**src/rtl/decode_execute_stage.sv**
```systemverilog
// Decode/execute stage for the 8-bit core: IF/ID capture, combinational execute
// against an 8x8 register file, WB register, and a one-cycle jump redirect to fetch.
module decode_execute_stage #(
  parameter int DATA_W = 8,
  parameter int NREGS  = 8
) (
  input  logic              clk,
  input  logic              Reset,
  input  logic [7:0]        InstructionCode,
  input  logic              instr_valid,
  input  logic [7:0]        pc_in,
  output logic              jump_taken,
  output logic [7:0]        jump_target,
  output logic              wb_en,
  output logic [2:0]        wb_addr,
  output logic [DATA_W-1:0] wb_data,
  input  logic [2:0]        dbg_addr,
  output logic [DATA_W-1:0] dbg_data
);

  typedef enum logic [1:0] {
    OP_MOV = 2'b00,
    OP_ADD = 2'b01,
    OP_JMP = 2'b10,
    OP_NOP = 2'b11
  } opcode_e;

  logic              ifid_valid_q, ifid_valid_d;
  logic [7:0]        ifid_instr_q;
  logic [7:0]        ifid_pc_q;
  logic              wb_en_q, wb_en_d;
  logic [2:0]        wb_addr_q, wb_addr_d;
  logic [DATA_W-1:0] wb_data_q, wb_data_d;
  logic              jump_taken_q, jump_taken_d;
  logic [7:0]        jump_target_q, jump_target_d;
  logic [DATA_W-1:0] regs_q [NREGS];

  opcode_e           opcode;
  logic [2:0]        rd, rs;
  logic [DATA_W-1:0] opRd, opRs;

  assign opcode = opcode_e'(ifid_instr_q[7:6]);
  assign rd     = ifid_instr_q[5:3];
  assign rs     = ifid_instr_q[2:0];

  // A pending WB entry has not reached the array yet, so it overrides the read.
  assign opRd = (wb_en_q && (wb_addr_q == rd)) ? wb_data_q : regs_q[rd];
  assign opRs = (wb_en_q && (wb_addr_q == rs)) ? wb_data_q : regs_q[rs];

  always_comb begin
    wb_en_d       = 1'b0;
    wb_addr_d     = wb_addr_q;
    wb_data_d     = wb_data_q;
    jump_taken_d  = 1'b0;
    jump_target_d = jump_target_q;
    if (ifid_valid_q) begin
      case (opcode)
        OP_MOV: begin
          wb_en_d   = 1'b1;
          wb_addr_d = rd;
          wb_data_d = opRs;
        end
        OP_ADD: begin
          wb_en_d   = 1'b1;
          wb_addr_d = rd;
          wb_data_d = opRd + opRs;
        end
        OP_JMP: begin
          jump_taken_d  = 1'b1;
          jump_target_d = ifid_pc_q + {{2{ifid_instr_q[5]}}, ifid_instr_q[5:0]};
        end
        default: ;
      endcase
    end
    // The instruction arriving alongside a taken jump is on the wrong path.
    ifid_valid_d = instr_valid && !jump_taken_d;
  end

  always_ff @(posedge clk or negedge Reset) begin
    if (!Reset) begin
      ifid_valid_q  <= 1'b0;
      ifid_instr_q  <= '0;
      ifid_pc_q     <= '0;
      wb_en_q       <= 1'b0;
      wb_addr_q     <= '0;
      wb_data_q     <= '0;
      jump_taken_q  <= 1'b0;
      jump_target_q <= '0;
    end else begin
      ifid_valid_q  <= ifid_valid_d;
      ifid_instr_q  <= InstructionCode;
      ifid_pc_q     <= pc_in;
      wb_en_q       <= wb_en_d;
      wb_addr_q     <= wb_addr_d;
      wb_data_q     <= wb_data_d;
      jump_taken_q  <= jump_taken_d;
      jump_target_q <= jump_target_d;
    end
  end

  always_ff @(posedge clk or negedge Reset) begin
    if (!Reset) begin
      for (int i = 0; i < NREGS; i++) regs_q[i] <= DATA_W'(i);
    end else if (wb_en_q) begin
      regs_q[wb_addr_q] <= wb_data_q;
    end
  end

  assign jump_taken  = jump_taken_q;
  assign jump_target = jump_target_q;
  assign wb_en       = wb_en_q;
  assign wb_addr     = wb_addr_q;
  assign wb_data     = wb_data_q;
  assign dbg_data    = regs_q[dbg_addr];

endmodule

```
**config.mk**
```make
export PLATFORM = sky130hd
export DESIGN_NAME = decode_execute_stage
export DESIGN_NICKNAME = d
export VERILOG_FILES = /design/src/rtl/decode_execute_stage.sv
export SDC_FILE = /design/constraint.sdc
export NUM_CORES = 1
export LEC_CHECK = 0
export CORE_AREA = 5 5 136 138
export CTS_BUF_LIST = sky130_fd_sc_hd__clkbuf_4 sky130_fd_sc_hd__clkbuf_8
export DETAILED_ROUTE_END_ITERATION = 8
export DIE_AREA = 0 0 141 143
export PLACE_DENSITY_LB_ADDON = 0.2
export SETUP_SLACK_MARGIN = 0.3
export SYNTH_ARGS = -nofsm -noshare
export SYNTH_HDL_FRONTEND = slang
export SYNTH_SLANG_ARGS = --single-unit
```
**constraint.sdc**
```tcl
create_clock -name clk -period 10.7 [get_ports clk]
set_input_delay 2.675 -clock clk [delete_from_list [all_inputs] [get_ports clk]]
set_output_delay 2.675 -clock clk [all_outputs]
set_load 0.01 [all_outputs]
```
# --- Word-level counts from Yosys, hierarchy flattened ---
# Index checks and enable logic that the tools add are counted.
totals:
  input_bits: 22
  elab_cells: 61
  register_bits: 102
op_classes:
  eq_ne: 4
  add_sub_neg: 2
  magnitude_cmp: 5
  n_mux: 19
  n_reduce_logical: 11
  bitwise: 4
op_table:
  columns: ["op", "count"]
  rows:
  - ["binary-select mux 8 bit (select 3 bit)", 3]
  - ["two-way mux 8 bit", 9]
  - ["bitwise mux 64 bit", 1]
  - ["demux 8 bit (select 3 bit)", 1]
  - ["adder 8 bit", 2]
  - ["greater-or-equal comparator 4 bit, second input constant", 4]
  - ["inverter 3 -> 4 bit", 4]
  - ["one-hot mux 8 bit (2 select lines)", 1]
  - ["== test 3 bit", 2]
  - ["AND reduction 2 bit", 3]
  - ["logical AND 1 bit", 4]
  - ["less-than comparator 4 x 1 -> 1 bit, second input constant", 1]
  - ["two-way mux 1 bit", 4]
  - ["== test 2 x 1 -> 1 bit, second input constant", 1]
  - ["== test 2 bit, second input constant", 1]
  - ["zero test 2 bit", 1]
  - ["nonzero test 2 bit", 1]
  - ["OR reduction 2 bit", 1]
  - ["zero test 1 bit", 1]

# --- Depth between registers and ports, before layout ---
# Gate-level depths: netlist of run 1.
logic_depth:
  ltp_word: 7
  ltp_mapped: 16
  ltp_nobuf: 14

# --- Worst setup path after synthesis of run 1 ---
# OpenSTA, ideal clock, no wires.
synth_timing:
  path_type: "input-to-output"
  start: "input port dbg_addr[0]"
  end: "output port dbg_data[3]"
  n_path_buf: 2
  path_slack_ps: 3579
  arrival_ps: 4446
  path_stages: 4
  path_cell_list: "clkbuf_1 -> buf_1 -> mux4_2 -> mux2_2"
synth_between:
  elab_chain_len: 4
synth_lines:
  columns: ["item", "line_no", "rtl"]
  rows:
  - ["start, declared", "17", "input logic [2:0] dbg_addr,"]
  - ["inverter 3 -> 4 bit (not written as such)", "114", "assign dbg_data = regs_q[dbg_addr];"]
  - ["binary-select mux 8 bit (select 3 bit)", "114", null]
  - ["two-way mux 8 bit (not written as such) (2 in a row)", "114", null]
  - ["end, declared", "18", "output logic [DATA_W-1:0] dbg_data"]
# Every way passes these cells. The select of a mux whose other input is x is not followed.

# --- Worst setup path after layout of run 1 ---
layout_timing:
  start: "input port dbg_addr[1]"
  end: "output port dbg_data[0]"
# Same word-level chain as after synthesis.

==> results of run 1 <==
==> worst register-to-register path: stages, from the launching register on <==
cell      delay [ns]
dfrtp_1         0.96
xnor2_1         0.20
nand4_1         0.60
o21ai_1         0.53
inv_1           0.08
ha_1            0.29
a21o_1          0.13
nand4_1         0.14
a21oi_1         0.27
o21bai_1        0.10
and3b_1         0.23
or3_1           0.35
o211a_1         0.12
==> layout by cell type (no fill, tap or decap), drive strengths merged, types with 13 or more instances in the layout <==
cell type and instances:
dfrtp 90, mux2 74, clkdlybuf4s50 49, mux4 48
nand2 33, mux2i 21, a21oi 21, o21ai 20
nor2 16, ha 14, inv 13
==> Yosys cell counts, drive strengths merged <==
cell type,n
dfrtp,90
xor2,5
nor3,2
nor2,16
and2,1
xnor2,10
o21bai,3
o21a,1
a31oi,2
clkbuf,23
mux2,74
or3,2
a211oi,1
a21oi,21
a21o,5
nor3b,3
nand4b,3
fa,2
o211a,1
inv,12
mux4,48
and3,1
nand4,4
ha,14
a21boi,1
nand3b,1
nand2,33
o21ai,20
buf,10
dfstp,12
nand2b,2
nor2b,3
and3b,1
mux2i,21
==> logic make-up after synthesis <==
| kind of cell | after synthesis |
|---|---|
| mux | 143 |
| compound gates | 55 |
| simple gates | 72 |
| fa+ha+maj | 16 |
| flops | 102 |
| buf+inv | 45 |
| xor+xnor | 15 |
==> final timing paths <==
path,start,endpoint
worst max-delay path,dbg_addr[1],dbg_data[0]
worst min-delay path,jump_target[5],jump_target[5]
worst max register to register,ifid_instr_q[1],wb_data[7]
worst min register to register,jump_target[5],jump_target[5]
max in group asynchronous,Reset,wb_data[3]
min in group asynchronous,Reset,regs_q[57]
==> sequential cells by signal, summed over array words and instances (netlist names), 3 cells and up <==
register,flops
wb_data,8
ifid_instr_q,8
wb_addr,3
ifid_pc_q,8
jump_target,8
regs_q,64
==> power by group <==
group | internal (mW) | leakage [nW] | switching, mW
logic | 0.225 | 1.65 | 0.134
registers | 0.470 | 1.30 | 0.111
clock network | 0.0973 | 0.0938 | 0.138
==> metal layers <==
metal / vias up / part of all wire (%)
met2: 78 / 49
met3: 16 / 3.7
met5: - / 0
met4: 0 / 1.4
met1: 1960 / 46
li1: 1737 / -
==> through the flow <==
step | setup WS (ns) | area (sq um) | instances
floorplan | 3.58 | 5900 | 448
global placement | 3.13 | 6600 | 696
detailed placement | 3.10 | 6600 | 696
CTS | 3.10 | 6790 | 712
global route | 3.01 | 6790 | 712
finish | 3.11 | 6790 | 712
==> layout make-up <==
cell class | instances | area (sq um)
Fill cell | 1630 | 10300
Multi-Input combinational cell | 301 | 3170
Sequential cell | 102 | 2570
Timing Repair Buffer | 56 | 543
Tap cell | 225 | 282
Clock buffer | 12 | 153
Inverter | 12 | 45.0
Clock inverter | 4 | 30.0
==> impl_metrics.env, run 1 <==
export IMPL_globalRouteMet1Util_pct=21.2
export IMPL_area_growth_syn_to_layout_pct=14.9
export IMPL_postSynthCellCount=448
export IMPL_drv_cap=0
export IMPL_fin_crit_sh_pct=71.0
export IMPL_min_path_type="register to register"
export IMPL_portBuffers=50
export IMPL_synth_compound_gate_area_share_pct=5.26
export IMPL_yosys_top_cells_area="dfrtp_1 (38%), mux4_2 (16%), mux2_2 (14%), dfstp_2 (5.3%), mux2i_1 (3.6%)"
export IMPL_grt_pass1_wl_mm=23.7
export IMPL_gr_usage_met3_pct=3.01
export IMPL_row_count=48
export IMPL_tritoncts="built"
export IMPL_syn_area_per_cell_sq_um=13.2
export IMPL_leakage_nw=3.04
export IMPL_path_max_fanout=16
export IMPL_critPathBufInv=2
export IMPL_insertedDiodeCount=0
export IMPL_cts_setup_buffers=0
export IMPL_track_usage_pct=15.4
export IMPL_die_area_sq_mm=0.0202
export IMPL_antenna_found_initial=0
export IMPL_rsz0062_at_grt="no"
export IMPL_htreeDepth=3
export IMPL_fin_setup_tns_ns=0
export IMPL_grt_overflow_total=0
export IMPL_crit_slowest_cell="clkdlybuf4s50_1"
export IMPL_synth_xor_area_share_pct=2.23
export IMPL_first_pass_iters=4
export IMPL_critPathCaptureType="output port"
export IMPL_ff2ff_path_depth=12
export IMPL_setup_violations=0
export IMPL_synth_cell_type_count=40
export IMPL_cts_sinks=102
export IMPL_timing_critical_path_cells="clkdlybuf4s50_1 -> mux4_2 -> mux2_2 -> clkdlybuf4s50_1"
export IMPL_ys_ff_latch=102
export IMPL_synth_simple_gate_area_share_pct=5.96
export IMPL_critical_path_depth=4
export IMPL_synth_top_area_cell="dfrtp_1"
export IMPL_yosys_warnings=0
export IMPL_critPathMostFrequentCell="clkdlybuf4s50_1"
export IMPL_wl_per_cell_microns=20.4
export IMPL_grt_max_degree=67
export IMPL_die_w_microns=141
export IMPL_grt_pass1_vias=4023
export IMPL_gp_congestion=0.791
export IMPL_first_iter_violations=276
export IMPL_drc=0
export IMPL_power_per_cell_area_mw_per_mm2=173
export IMPL_synth_top_family_by_area="multiplexers"
export IMPL_synth_fp_nets=486
export IMPL_ctsHoldBuffers=0
export IMPL_period_needed_ns=7.59
export IMPL_grt_busiest_layer="met2"
export IMPL_netlist_area_leader_share_pct=38.2
export IMPL_max_slew_margin_rel_pct=37.5
export IMPL_reg2reg_slack_ns=6.59
export IMPL_synth_mux_area_share_pct=36.4
export IMPL_hpwl_mm=9.96
export IMPL_vias_per_cell=5.32
export IMPL_fmax_mhz=132
export IMPL_hold_ws_ns=0.491
export IMPL_ant_nets=0
export IMPL_maxSlewViolCount=0
export IMPL_max_vdd_ir_drop_uv=74.9
export IMPL_fin_util_pct=39.8
export IMPL_status="complete, no violations"
export IMPL_whs_path_depth=2
export IMPL_wirelength_mm=14.5
export IMPL_insertion_delay_ns=0.38
export IMPL_io_pins=51
export IMPL_cp_start_kind="input port"
export IMPL_clk_pin_slew_ns=0.10
export IMPL_core_sq_mm=0.0171
export IMPL_synth_adder_area_share_pct=3.65
export IMPL_critPathMaxStageDelay_ns=1.04
export IMPL_finalClockSkew_ns=0.0145
export IMPL_syn_area_sq_mm=0.00590
export IMPL_cp_top_family="buffers and inverters"
export IMPL_initial_core_util_pct=34.6
export IMPL_drive_above_1_share_pct=31.8
export IMPL_nNetsFinal=520
export IMPL_finalPower_mw=1.17
export IMPL_root_buffer="clkbuf_8"
export IMPL_cts_buffers=9
export IMPL_vias=3791
export IMPL_cp_required_ns=8.03
export IMPL_crit_type="input port to output port"
export IMPL_cp_data_arrival_time_ns=4.92
export IMPL_cts_resized=0
export IMPL_die_h_microns=143
export IMPL_tightest_slew_ns=0.937
export IMPL_ys_seq_area_share_pct=43.5
export IMPL_cts_path_max_buffers=2
export IMPL_use_met2_pct=24.8
export IMPL_hold_violations=0
No activity file was read; power rests on OpenSTA's default activity.
==> inputs of run 2 (changes only) <==
- clock period: 10.7 -> 7.92 ns (I/O delays scaled with it)
==> impl_metrics.env, run 2 (synthesis results as in run 1) <==
export IMPL_status="complete, no violations"
export IMPL_cp_start_kind="input port"
export IMPL_cts_setup_buffers=0
export IMPL_hold_violations=0
export IMPL_mostFrequentLayoutCells="dfrtp_1 (90), mux2_2 (74), clkdlybuf4s50_1 (49)"
export IMPL_max_vdd_ir_drop_uv=107
export IMPL_critPathMaxStageDelay_ns=1.05
export IMPL_ff2ff_path_depth=12
export IMPL_first_iter_violations=247
export IMPL_fin_setup_tns_ns=0
export IMPL_cts_resized=0
export IMPL_p_sw_share_pct=31.7
export IMPL_drv_cap=0
export IMPL_reg2reg_slack_ns=3.82
export IMPL_crit_end="dbg_data[0]"
export IMPL_cp_required_ns=5.94
export IMPL_critPathMostFrequentCell="clkdlybuf4s50_1"
export IMPL_drive_above_1_share_pct=31.8
export IMPL_path_max_fanout=16
export IMPL_drc=0
export IMPL_row_count=48
export IMPL_nNetsFinal=520
export IMPL_leakage_nw=3.07
export IMPL_setup_violations=0
export IMPL_first_pass_iters=4
export IMPL_core_sq_mm=0.0171
export IMPL_max_slew_margin_rel_pct=31.9
export IMPL_htreeDepth=3
export IMPL_fmax_mhz=161
export IMPL_largest_reg_flops=64
export IMPL_hpwl_mm=9.92
export IMPL_io_pins=51
export IMPL_die_w_microns=141
export IMPL_grt_overflow_total=0
export IMPL_finalClockSkew_ns=0.0132
export IMPL_insertedDiodeCount=0
export IMPL_fin_cells=712
export IMPL_power_per_cell_area_mw_per_mm2=242
export IMPL_root_buffer="clkbuf_8"
export IMPL_fillCellCount=1585
export IMPL_tightest_slew_ns=1.02
export IMPL_vias=3775
export IMPL_final_common_cell="dfrtp_1"
export IMPL_grt_max_degree=74
export IMPL_track_usage_pct=15.3
export IMPL_die_area_sq_mm=0.0202
export IMPL_r2r_end="wb_data[7]"
export IMPL_seq_power_share_pct=47.4
export IMPL_crit_path_start="dbg_addr[1]"
export IMPL_pwr_share_comb_pct=29.3
export IMPL_tritoncts="built"
export IMPL_cts_buffers=9
export IMPL_ant_nets=0
export IMPL_die_h_microns=143
export IMPL_wirelength_mm=14.4
export IMPL_maxSlewViolCount=0
export IMPL_clockPowerShare_pct=23.3
export IMPL_insertion_delay_ns=0.39
export IMPL_wl_per_cell_microns=20.2
export IMPL_grt_pass1_wl_mm=23.4
export IMPL_crit_slowest_cell="clkdlybuf4s50_1"
export IMPL_cp_data_arrival_time_ns=4.24
export IMPL_portBuffers=50
export IMPL_r2r_start="ifid_instr_q[1]"
export IMPL_initial_core_util_pct=34.6
export IMPL_critical_path_depth=4
export IMPL_dp_cells=696
export IMPL_rsz0062_at_grt="no"
export IMPL_critPathCaptureType="output port"
export IMPL_timing_critical_path_cells="clkdlybuf4s50_1 -> mux4_2 -> mux2_2 -> clkdlybuf4s50_1"
export IMPL_antenna_found_initial=0
export IMPL_regMostFlops="regs_q"
export IMPL_area_growth_syn_to_layout_pct=15.7
export IMPL_p_int_mw=1.13
export IMPL_gp_congestion=0.814
export IMPL_switchingPower_mw=0.523
export IMPL_cts_path_max_buffers=2
export IMPL_fin_crit_sh_pct=78.6
export IMPL_vias_per_cell=5.30
export IMPL_ctsHoldBuffers=0
export IMPL_min_path_type="register to register"
export IMPL_grt_pass1_vias=3914
export IMPL_critPathBufInv=2
export IMPL_period_needed_ns=6.22
export IMPL_crit_type="input port to output port"
export IMPL_clk_pin_slew_ns=0.10
export IMPL_min_delay_start="jump_target[5]"
export IMPL_cts_sinks=102
export IMPL_cp_top_family="buffers and inverters"
-- run 2: changes by cell type in the layout (fill, tap and decap cells not counted), sizes merged --
cell,delta
bufinv,+2
clkbuf,-2
clkinvlp,-1
inv,+1
-- run 2: worst min-delay path by stage --
stage,endpoint,slack [ns],cells after the start
after CTS,jump_target[5],0.50,2
final,jump_target[5],0.49,2
after global routing,jump_target[0],0.53,2
after detailed placement,jump_target[5],0.47,2
after global placement,jump_target[0],0.46,2
after floorplan,regs_q[15],0.51,1
-- run 2: power by group through the flow --
stage / Clock (mW) / Combinational, mW / Sequential (mW)
4_1_cts: 0.398 / 0.492 / 0.781
5_1_grt: 0.415 / 0.530 / 0.806
3_3_place_gp: 0 / 0.481 / 0.786
2_1_floorplan: 0 / 0.364 / 0.719
3_5_place_dp: 0 / 0.490 / 0.792
6_report: 0.385 / 0.484 / 0.782
-- run 2: area by class of cell --
cell class / instances / area, sq um / share of cell area, %
clock inverters: 6 / 91.3 / 1.34
inverters: 12 / 45.0 / 0.659
multi-input cells: 301 / 3170 / 46.3
flip-flops and latches: 102 / 2570 / 37.6
repair buffers: 56 / 543 / 7.95
clock buffers: 10 / 138 / 2.01
well taps: 225 / 282 / 4.12
-- run 2: tightest hold or removal path: stages, from the launching register on --
cell and delay, ns:
dfrtp_1 0.35, nand2_1 0.05, o21ai_0 0.06
-- run 2: metal layers --
metal  up-vias  GRT usage, %  part of all wire, %
li1       1738             -                    -
met1      1963          20.8                   47
met2        59          25.0                   49
met3        15          2.78                  3.3
met4         0          4.90                  1.1
met5         -             0                    0
-- run 2: metrics by stage --
stage	setup slack (ns)	total power, mW	instance area (sq um)	hold WS [ns]	utilization, %
floorplan	2.19	1.08	5900	0.505	-
global placement	1.73	1.27	6600	0.458	38.7
detailed placement	1.70	1.28	6600	0.474	38.7
CTS	1.69	1.67	6830	0.498	40.1
global route	1.62	1.75	6830	0.532	40.1
finish	1.70	1.65	6830	0.487	40.1
==> inputs of run 3 (changes only) <==
- clock period: 7.92 -> 5.05 ns (I/O delays scaled with it)
==> impl_metrics.env, run 3 (synthesis results as in run 1) <==
export IMPL_ant_nets=0
export IMPL_placed_area_sq_mm=0.00665
export IMPL_timing_critical_path_cells="clkdlybuf4s50_1 -> buf_12 -> mux4_2 -> mux2_2 -> clkdlybuf4s50_1"
export IMPL_first_iter_violations=265
export IMPL_status="complete, no violations"
export IMPL_fillCellCount=1616
export IMPL_vias=3797
export IMPL_rsz0062_at_grt="no"
export IMPL_htreeDepth=3
export IMPL_cp_required_ns=3.79
export IMPL_antenna_found_initial=0
export IMPL_grt_pass1_vias=3942
export IMPL_core_sq_mm=0.0171
export IMPL_finalClockSkew_ns=0.0159
export IMPL_power_per_cell_area_mw_per_mm2=365
export IMPL_setup_violations=0
export IMPL_drv_cap=0
export IMPL_critPathMostFrequentCell="clkdlybuf4s50_1"
export IMPL_path_max_fanout=16
export IMPL_clockPowerShare_pct=20.2
export IMPL_wirelength_mm=14.5
export IMPL_maxSlewViolCount=0
export IMPL_grt_max_degree=74
export IMPL_fin_setup_tns_ns=0
export IMPL_p_sw_share_pct=32.3
export IMPL_crit_slowest_cell="mux4_2"
export IMPL_drc=0
export IMPL_cp_start_kind="input port"
export IMPL_fmax_mhz=221
export IMPL_seq_power_share_pct=49.1
export IMPL_mostFrequentLayoutCells="dfrtp_1 (90), mux2_2 (74), clkdlybuf4s50_1 (49)"
export IMPL_tritoncts="built"
export IMPL_largest_reg_flops=64
export IMPL_min_path_type="register to register"
export IMPL_cts_path_max_buffers=2
export IMPL_cts_sinks=102
export IMPL_nNetsFinal=524
export IMPL_first_pass_iters=4
export IMPL_cp_top_family="buffers and inverters"
export IMPL_ctsHoldBuffers=0
export IMPL_die_h_microns=143
export IMPL_hold_violations=0
export IMPL_switchingPower_mw=0.805
export IMPL_drive_above_1_share_pct=32.4
export IMPL_critPathMaxStageDelay_ns=0.52
export IMPL_leakage_nw=3.07
export IMPL_row_count=48
export IMPL_cts_buffers=9
export IMPL_root_buffer="clkbuf_8"
export IMPL_pwr_share_comb_pct=30.7
export IMPL_finalPower_mw=2.49
export IMPL_p_int_mw=1.69
export IMPL_die_w_microns=141
export IMPL_regMostFlops="regs_q"
export IMPL_fin_crit_sh_pct=89.8
export IMPL_insertedDiodeCount=0
export IMPL_cp_data_arrival_time_ns=3.27
export IMPL_area_growth_syn_to_layout_pct=15.8
export IMPL_critPathCaptureType="output port"
export IMPL_period_needed_ns=4.53
export IMPL_cts_resized=0
export IMPL_portBuffers=50
export IMPL_die_area_sq_mm=0.0202
export IMPL_vias_per_cell=5.30
export IMPL_crit_type="input port to output port"
export IMPL_critPathBufInv=3
export IMPL_wl_per_cell_microns=20.2
export IMPL_fin_area_sq_mm=0.00683
export IMPL_insertion_delay_ns=0.39
export IMPL_io_pins=51
export IMPL_gp_congestion=0.809
export IMPL_max_vdd_ir_drop_uv=125
export IMPL_final_common_cell="dfrtp_1"
export IMPL_grt_pass1_wl_mm=23.1
export IMPL_max_slew_margin_rel_pct=36.5
export IMPL_tightest_slew_ns=0.953
export IMPL_cts_setup_buffers=0
export IMPL_clk_pin_slew_ns=0.09
export IMPL_initial_core_util_pct=34.6
export IMPL_hpwl_mm=10.2
export IMPL_track_usage_pct=15.2
export IMPL_grt_overflow_total=0
==> run 3: changes by cell type in the layout (fill, tap and decap cells not counted) <==
| cell | before | now |
|---|---|---|
| bufinv_16 | 2 | 0 |
| buf_12 | 0 | 1 |
| buf_4 | 7 | 10 |
| clkbuf_8 | 10 | 11 |
| clkbuf_4 | 0 | 1 |
| inv_6 | 2 | 1 |
| clkinvlp_4 | 0 | 1 |
==> run 3: path summary, 6_finish.rpt <==
check | start | to | slack (ns) | cells past startpoint
max | dbg_addr[0] | dbg_data[0] | 0.52 | 5
min | jump_target[0] | jump_target[0] | 0.49 | 2
max reg2reg | ifid_instr_q[0] | wb_data[7] | 1.24 | 13
min reg2reg | jump_target[0] | jump_target[0] | 0.49 | 2
max in group asynchronous | Reset | regs_q[7] | 3.09 | 2
min in group asynchronous | Reset | regs_q[17] | 1.02 | 1
==> run 3: routing by layer <==
metal / wire length [microns] / up-vias / track usage (%)
met2: 7290 / 69 / 25.8
li1: - / 1745 / -
met4: 199 / 0 / 4.59
met1: 6430 / 1968 / 20.0
met5: 0 / - / 0
met3: 550 / 15 / 2.78
==> run 3: power groups by stage <==
stage	combinational [mW]	clock, mW	sequential (mW)
floorplan	0.571	0	1.13
global placement	0.762	0	1.23
detailed placement	0.775	0	1.24
CTS	0.779	0.528	1.22
global route	0.839	0.558	1.26
finish	0.765	0.504	1.22
==> run 3: stage by stage <==
stage | std cells | hold slack [ns] | setup WS, ns | utilization [%]
after global routing | 716 | 0.512 | 0.424 | 40.1
after detailed placement | 700 | 0.464 | 0.502 | 39.0
after floorplan | 448 | 0.505 | 0.754 | -
after CTS | 716 | 0.488 | 0.496 | 40.1
after global placement | 700 | 0.459 | 0.522 | 39.0
final | 716 | 0.486 | 0.517 | 40.1
==> run 3: cell type report <==
cell class / instances / area, sq um / share of cell area [%]
repair buffers: 60 / 586 / 8.57
clock inverters: 4 / 30.0 / 0.439
clock buffers: 12 / 159 / 2.33
multi-input cells: 301 / 3170 / 46.3
well taps: 225 / 282 / 4.12
inverters: 12 / 45.0 / 0.659
flip-flops and latches: 102 / 2570 / 37.6
==> run 3: worst register-to-register path, stage by stage (launching register included) <==
cell      delay, ns
dfrtp_1        0.33
buf_4          0.35
xnor2_1        0.18
nand4_1        0.60
o21ai_1        0.54
inv_1          0.08
ha_1           0.29
a21o_1         0.14
nand4_1        0.14
a21oi_1        0.27
o21bai_1       0.11
and3b_1        0.23
or3_1          0.35
o211a_1        0.12
